**src/rtl/tick_counter.sv**
```systemverilog
// Prescaled up/down modulo counter with IDLE/RUN/DONE sequencing, one-shot mode,
// saturating synchronous load and registered tick/tc pulses.
//
// state | meaning
// IDLE  | stopped; q holds, prescaler cleared
// RUN   | prescaler advances on en; each prescaler terminal steps q
// DONE  | one-shot finished; q holds the wrapped value until start/stop
module tick_counter #(
  parameter int DIV_W = 28,
  parameter int CNT_W = 3
) (
  input  logic             clk,
  input  logic             rst,
  input  logic             en,
  input  logic [DIV_W-1:0] div_val,
  input  logic [CNT_W-1:0] mod_val,
  input  logic             dir,
  input  logic             oneshot,
  input  logic             start,
  input  logic             stop,
  input  logic             load,
  input  logic [CNT_W-1:0] load_val,
  output logic [CNT_W-1:0] q,
  output logic             tick,
  output logic             tc,
  output logic             busy,
  output logic             done
);

  typedef enum logic [1:0] {
    S_IDLE = 2'd0,
    S_RUN  = 2'd1,
    S_DONE = 2'd2
  } state_t;

  state_t           r_state;
  state_t           w_state_nxt;
  logic [DIV_W-1:0] r_pre;
  logic [DIV_W-1:0] w_pre_nxt;
  logic [CNT_W-1:0] r_q;
  logic [CNT_W-1:0] w_q_nxt;
  logic [CNT_W-1:0] w_q_adv;
  logic [CNT_W-1:0] w_load_sat;
  logic             r_tick;
  logic             r_tc;
  logic             r_busy;
  logic             r_done;
  logic             w_tick_nxt;
  logic             w_tc_nxt;
  logic             w_wrap;
  logic             w_pre_hit;

  // >= rather than == so that lowering div_val below the running count ticks at once
  assign w_pre_hit  = (r_pre >= div_val);
  assign w_load_sat = (load_val > mod_val) ? mod_val : load_val;

  // Next count value for one tick; out-of-range q is pulled back into 0..mod_val
  always_comb begin
    w_q_adv = r_q;
    w_wrap  = 1'b0;
    if (dir) begin
      if (r_q >= mod_val) begin
        w_q_adv = '0;
        w_wrap  = 1'b1;
      end else begin
        w_q_adv = r_q + CNT_W'(1);
      end
    end else begin
      if (r_q > mod_val) begin
        w_q_adv = mod_val;
      end else if (r_q == '0) begin
        w_q_adv = mod_val;
        w_wrap  = 1'b1;
      end else begin
        w_q_adv = r_q - CNT_W'(1);
      end
    end
  end

  // Per-cycle priority: load, then stop, then start, then tick advance
  always_comb begin
    w_state_nxt = r_state;
    w_pre_nxt   = r_pre;
    w_q_nxt     = r_q;
    w_tick_nxt  = 1'b0;
    w_tc_nxt    = 1'b0;
    if (load) begin
      w_q_nxt   = w_load_sat;
      w_pre_nxt = '0;
    end else if (stop) begin
      w_pre_nxt   = '0;
      w_state_nxt = S_IDLE;
    end else begin
      case (r_state)
        S_IDLE, S_DONE: begin
          if (start) begin
            w_state_nxt = S_RUN;
            w_pre_nxt   = '0;
          end
        end
        S_RUN: begin
          if (en) begin
            if (w_pre_hit) begin
              w_pre_nxt  = '0;
              w_tick_nxt = 1'b1;
              w_q_nxt    = w_q_adv;
              w_tc_nxt   = w_wrap;
              if (w_wrap && oneshot) begin
                w_state_nxt = S_DONE;
              end
            end else begin
              w_pre_nxt = r_pre + DIV_W'(1);
            end
          end
        end
        default: begin
          w_state_nxt = S_IDLE;
          w_pre_nxt   = '0;
        end
      endcase
    end
  end

  always_ff @(posedge clk) begin
    if (rst) begin
      r_state <= S_IDLE;
      r_pre   <= '0;
      r_q     <= '0;
      r_tick  <= 1'b0;
      r_tc    <= 1'b0;
      r_busy  <= 1'b0;
      r_done  <= 1'b0;
    end else begin
      r_state <= w_state_nxt;
      r_pre   <= w_pre_nxt;
      r_q     <= w_q_nxt;
      r_tick  <= w_tick_nxt;
      r_tc    <= w_tc_nxt;
      r_busy  <= (w_state_nxt == S_RUN);
      r_done  <= (w_state_nxt == S_DONE);
    end
  end

  assign q    = r_q;
  assign tick = r_tick;
  assign tc   = r_tc;
  assign busy = r_busy;
  assign done = r_done;

endmodule

```
**config.mk**
```make
export PLATFORM = sky130hd
export DESIGN_NAME = tick_counter
export DESIGN_NICKNAME = d
export VERILOG_FILES = /design/src/rtl/tick_counter.sv
export SDC_FILE = /design/constraint.sdc
export NUM_CORES = 1
export LEC_CHECK = 0
export ABC_AREA = 1
export BUFFER_PORTS_ARGS = -buffer_cell sky130_fd_sc_hd__buf_2
export CELL_PAD_IN_SITES_DETAIL_PLACEMENT = 1
export CELL_PAD_IN_SITES_GLOBAL_PLACEMENT = 2
export CORE_ASPECT_RATIO = 0.6
export CORE_UTILIZATION = 24
export DETAILED_ROUTE_END_ITERATION = 12
export GPL_TIMING_DRIVEN = 1
export PLACE_DENSITY_LB_ADDON = 0.1
export SKIP_LAST_GASP = 1
export SLEW_MARGIN = 20
export SYNTH_ARGS = -nofsm -noshare
export SYNTH_HDL_FRONTEND = slang
export SYNTH_SLANG_ARGS = --single-unit
```
**constraint.sdc**
```tcl
create_clock -name clk -period 2.4 [get_ports clk]
set_clock_uncertainty 0.15 [all_clocks]
set_input_delay 0.48 -clock clk [delete_from_list [all_inputs] [get_ports clk]]
set_output_delay 0.48 -clock clk [all_outputs]
set_load 0.03 [all_outputs]
```
[Word-level counts from Yosys, hierarchy flattened]
Cells that the tools add are included.
Storage, ports and cells
  flip-flop bits (word level): 37
  input bits: 42
  output and inout bits: 7
  word-level logic and storage cells: 62
Cells by class
  add/sub/neg operators: 3
  $lt $le $gt $ge: 4
  eq/ne operators: 7
  muxes and demuxes: 26
  bitwise gates (word level): 3
  reductions and logical operators: 12
Operator list (count)
  two-way mux 28 bit: 3
  case mux 28 bit (2 select lines): 1
  two-way mux 3 bit: 10
  adder 28 x 1 -> 28 bit (second input constant): 1
  greater-or-equal comparator 28 bit: 1
  two-way mux 2 bit: 6
  greater-than comparator 3 bit: 2
  nonzero test 2 bit: 3
  OR reduction 6 bit: 1
  two-way mux 1 bit: 5
  OR reduction 5 bit: 1
  equality test 2 x 1 -> 1 bit (second input constant): 2
  equality test 2 bit (second input constant): 2
  != test 2 bit (second input constant): 2
  case mux 2 bit (2 select lines): 1
  AND reduction 4 bit: 1
  adder 3 x 1 -> 3 bit (second input constant): 1
  greater-or-equal comparator 3 bit: 1
  zero test 3 bit: 1
  inverter 1 bit: 3
  OR reduction 3 bit: 1
  subtractor 3 x 1 -> 3 bit (second input constant): 1
  zero test 2 bit: 1
  != test 2 x 1 -> 1 bit (second input constant): 1
  other kinds (3): 3

[Logic depth before layout (Yosys ltp)]
  depth after elaboration: 12
  depth in mapped cells: 17
  depth with buffers taken out: 17

[Least setup slack after synthesis]
OpenSTA, ideal clock, no wires.
  kind: register to register
  from: register r_q[2], in the netlist q[2]
  to: register r_busy, in the netlist busy
  library setup time: 112 ps
  data arrival time: 1837 ps
  required time: 2138 ps
  setup slack: 301 ps
  stages on the path, launching flop included: 16
  path buffers: 0
  period minus slack after synthesis: 2099 ps
  path through: dfxtp_1 ha_1 a21oi_1 o21ai_0 nand2_1 nand2_1 nand2_1 nand2_1 nor2_1 nand2_1 nand2_1 nand2_1 nand2_1 nand2_1 nand2_1 nor2_1
Between the ends
  word-level cells in the longest chain between the ends: 12
  elaborated cells between the ends (all ways): 15
  classes of those cells: order compare (2); eq/ne (1); mux (10); reduce/logical (2)
RTL lines
  from (decl): RTL line 40  | logic [CNT_W-1:0] r_q;
  from (signal assigned): RTL line 136  | r_q <= w_q_nxt;
  parallel branches: the longest is 3 deep, another holds greater-than comparator 3 bit
  two-way mux 1 bit (*): RTL line 61  | if (dir) begin
  logical AND 1 bit (*): RTL line 108  | if (w_wrap && oneshot) begin
  two-way mux 2 bit (*): RTL line 108
  two-way mux 2 bit (*): RTL line 103  | if (w_pre_hit) begin
  two-way mux 2 bit (*): RTL line 102  | if (en) begin
  case mux 2 bit (2 select lines) (*): RTL line 94  | case (r_state)
  two-way mux 2 bit (*): RTL line 90  | end else if (stop) begin
  two-way mux 2 bit (*): RTL line 87  | if (load) begin
  equality test 2 x 1 -> 1 bit (*): RTL line 139  | r_busy <= (w_state_nxt == S_RUN);
  to (signal assigned): RTL line 139
  to (decl): RTL line 46  | logic r_busy;
Every way passes the cells marked *.
A chain may end at the register's enable or synchronous reset.

[Worst setup path after layout]
  from: register r_pre[11]
  to: register r_pre[22]
Between the ends
  word-level cells in the longest chain between the ends: 4
  elaborated cells between the ends (all ways): 5
  classes of those cells: add/sub (1); order compare (1); mux (3)
RTL lines
  from (decl): RTL line 38  | logic [DIV_W-1:0] r_pre;
  from (signal assigned): RTL line 135  | r_pre <= w_pre_nxt;
  adder 28 x 1 -> 28 bit or greater-or-equal comparator 28 bit (tied branches): RTL line 112, 54
  two-way mux 28 bit (*): RTL line 103
  two-way mux 28 bit (*): RTL line 102
  case mux 28 bit (2 select lines) (*): RTL line 94
Mark *: on every way between the ends. The rest lies on a longest branch, timed or not. The select of a mux whose other input is x is not followed.

==> impl_metrics.yaml <==
drt:
  vias: 3230
  drc: 0
  ant_nets: 0
  wl_mm: 10.06
  viasPerCell: 4.401
  drt_iter0_markers: 107
  routedWlPerCell_um: 13.70
  drtPass1Iterations: 4
clocking:
  cts_buffers: 5
  root_buffer: "clkbuf_16"
  cts.sinks: 37
  cts-hold-fix-buffers: 0
  insertion_delay_ns: 0.29
  cts_buffer_depth: 2
  clkSlewWorstSetupHoldPaths_ns: 0.06
  cts_tree: "yes"
  htreeDepth: 2
grt:
  gr-total-overflow: 0
  grtUsageTotal_pct: 15.85
  grt_first_pass_wirelength_mm: 16.53
  grt_max_degree: 29
  antenna_found_initial: 0
  first_global_vias: 3133
setup_path:
  required_ns: 2.42
  r2r-start: "r_pre[11]$_SDFFE_PP0P_"
  cp_max_fo: 8
  critical_path_arrival_ns: 2.21
  critPathLaunchType: "flop"
  startpoint: "r_pre[11]$_SDFFE_PP0P_"
  crit_path_end_kind: "flop"
  path_class: "reg2reg"
timing:
  timing.hold.ws_ns: 0.3656
  worst_slew_pin_slew_ns: 0.3688
  setup_slack_ns: 0.2056
  finalMaxSlewViolations: 0
  finalHoldViolations: 0
  rsz0062_at_grt: "false"
  tns_ns: 0
  max_freq_ghz: 0.4557
  relSlewSlack_pct: 75.32
  min_period_ns: 2.194
  period_share_pct: 91.43
  setup_viol: 0
flow_run:
  drv_cap: 0
synthesis:
  syn_area_um2: 3132
  ys_warn_count: 0
  synthDistinctLibCells: 35
  syn_avg_cell_area_um2: 6.552
  synth_edf_count: 0
  synth.net_count: 558
  synthCells: 478
  async_reset_ff_share_pct: 0
  ys.flop_type: "dfxtp_1"
  synth-seq-cells: 37
  ys_seq_area_share_pct: 23.65
placement:
  hpwl_mm: 8.354
  post_dp_cell_area_um2: 3860
  place_inst: 725
  port_buffers: 48
  pre_cts_ws_ns: -0.1668
  place.gp.congestion: 0.7905
layout:
  drive_above_1_share_pct: 23.37
  final_common_cell: "nand2_1"
  final_area_um2: 4066
  fin_nets: 648
  final_core_util_pct: 32.86
  diodes: 0
  area_delta_synth_final_pct: 29.84
  fillerInstances: 1596
  final_cell_mix: "nand2_1, inv_1, buf_2, a21oi_1, buf_4"
  fin_cells: 734
floorplanning:
  die_y_um: 90.49
  floorplan.core_area_um2: 12370
  initial_core_util_pct: 25.31
  core.rowCount: 31
  ios: 49
  dieArea_um2: 13530
  die_x_um: 149.5
hold_path:
  min_path_type: "reg2reg"
  hold_start: "r_pre[27]$_SDFFE_PP0P_"
pwr:
  p_total_mw: 1.719
  peakVddDrop_mv: 0.2270
  powerDensity_nw_per_um2: 422.7
  leakage_nw: 2.004
status:
  status: "complete, no violations"
[layer usage]
layer	wire length (um)	vias to the layer above	track usage [%]
li1	-	1729	-
met1	6130	1452	26.71
met2	3470	42	19.48
met3	381	7	2.980
met4	72	0	2.806
met5	0	-	0
[critical path, stage by stage, from the launching register on]
cell	delay (ns)
dfxtp_1	0.33
ha_1	0.32
nand2_1	0.07
nor2_2	0.14
nand2_1	0.09
nor2_1	0.09
nor2_1	0.05
nand3_1	0.11
nand2_1	0.09
nand2_2	0.13
nor2_4	0.06
buf_12	0.13
buf_4	0.16
nand3b_1	0.09
a21oi_1	0.06
[power by group]
| group | total (mW) | switching [mW] | internal (mW) | leakage (nW) |
|---|---|---|---|---|
| Combinational | 0.285 | 0.170 | 0.115 | 1.62 |
| Clock | 0.809 | 0.288 | 0.520 | 0.0841 |
| Sequential | 0.625 | 0.00485 | 0.620 | 0.300 |
| Total | 1.72 | 0.464 | 1.26 | 2.00 |
[sequential cells by signal (all words and copies together) (netlist names)]
| signal | count |
|---|---|
| tick | 1 |
| r_state | 2 |
| q | 3 |
| tc | 1 |
| done | 1 |
| busy | 1 |
| r_pre | 28 |
[cell type report]
class	instances	area (um2)	share of cell area (%)
Clock inverter	1	30.03	0.7385
Sequential cell	37	744.5	18.31
Multi-Input combinational cell	359	2093	51.48
Clock buffer	7	142.6	3.508
Timing Repair Buffer	90	568.0	13.97
Inverter	75	281.5	6.923
Tap cell	165	206.4	5.077
[cells in the mapped netlist (all sizes together), types with 7 or more instances]
library cell,count,area share [%]
or2,7,1.4
dfxtp,37,24
nand4,9,1.8
o21ai,15,2.4
a21oi,46,7.5
nor2,37,5.2
nand2,137,17
xor2,8,2.2
inv,75,9.0
ha,38,15
nand3,31,5.9
nor3,9,2.5
[final timing paths]
path / endpoint / slack [ns] / cells past startpoint
max: r_pre[22]$_SDFFE_PP0P_ / 0.21 / 14
min reg2reg: r_pre[27]$_SDFFE_PP0P_ / 0.37 / 2
max reg2reg: r_pre[22]$_SDFFE_PP0P_ / 0.21 / 14
min: r_pre[27]$_SDFFE_PP0P_ / 0.37 / 2
[cell families (layout without fill, tap and decap cells)]
group | Yosys count | after routing | synth area share, %
adders and majority gates | 38 | 38 | 15.18
AOI/OAI and AO/OA | 72 | 72 | 12.51
and+or+nand+nor | 235 | 235 | 34.72
buffers and inverters | 82 | 173 | 10.03
DFF | 37 | 37 | 23.65
xor gates and xnor gates | 14 | 14 | 3.915
[what timing repair did]
| action | CTS | global route |
|---|---|---|
| setup endpoints to repair | 0 | 35 |
| resized for setup | 0 | 9 |
| buffers inserted | 0 | 1 |
Note: power is estimated with default switching activity, not from simulation.
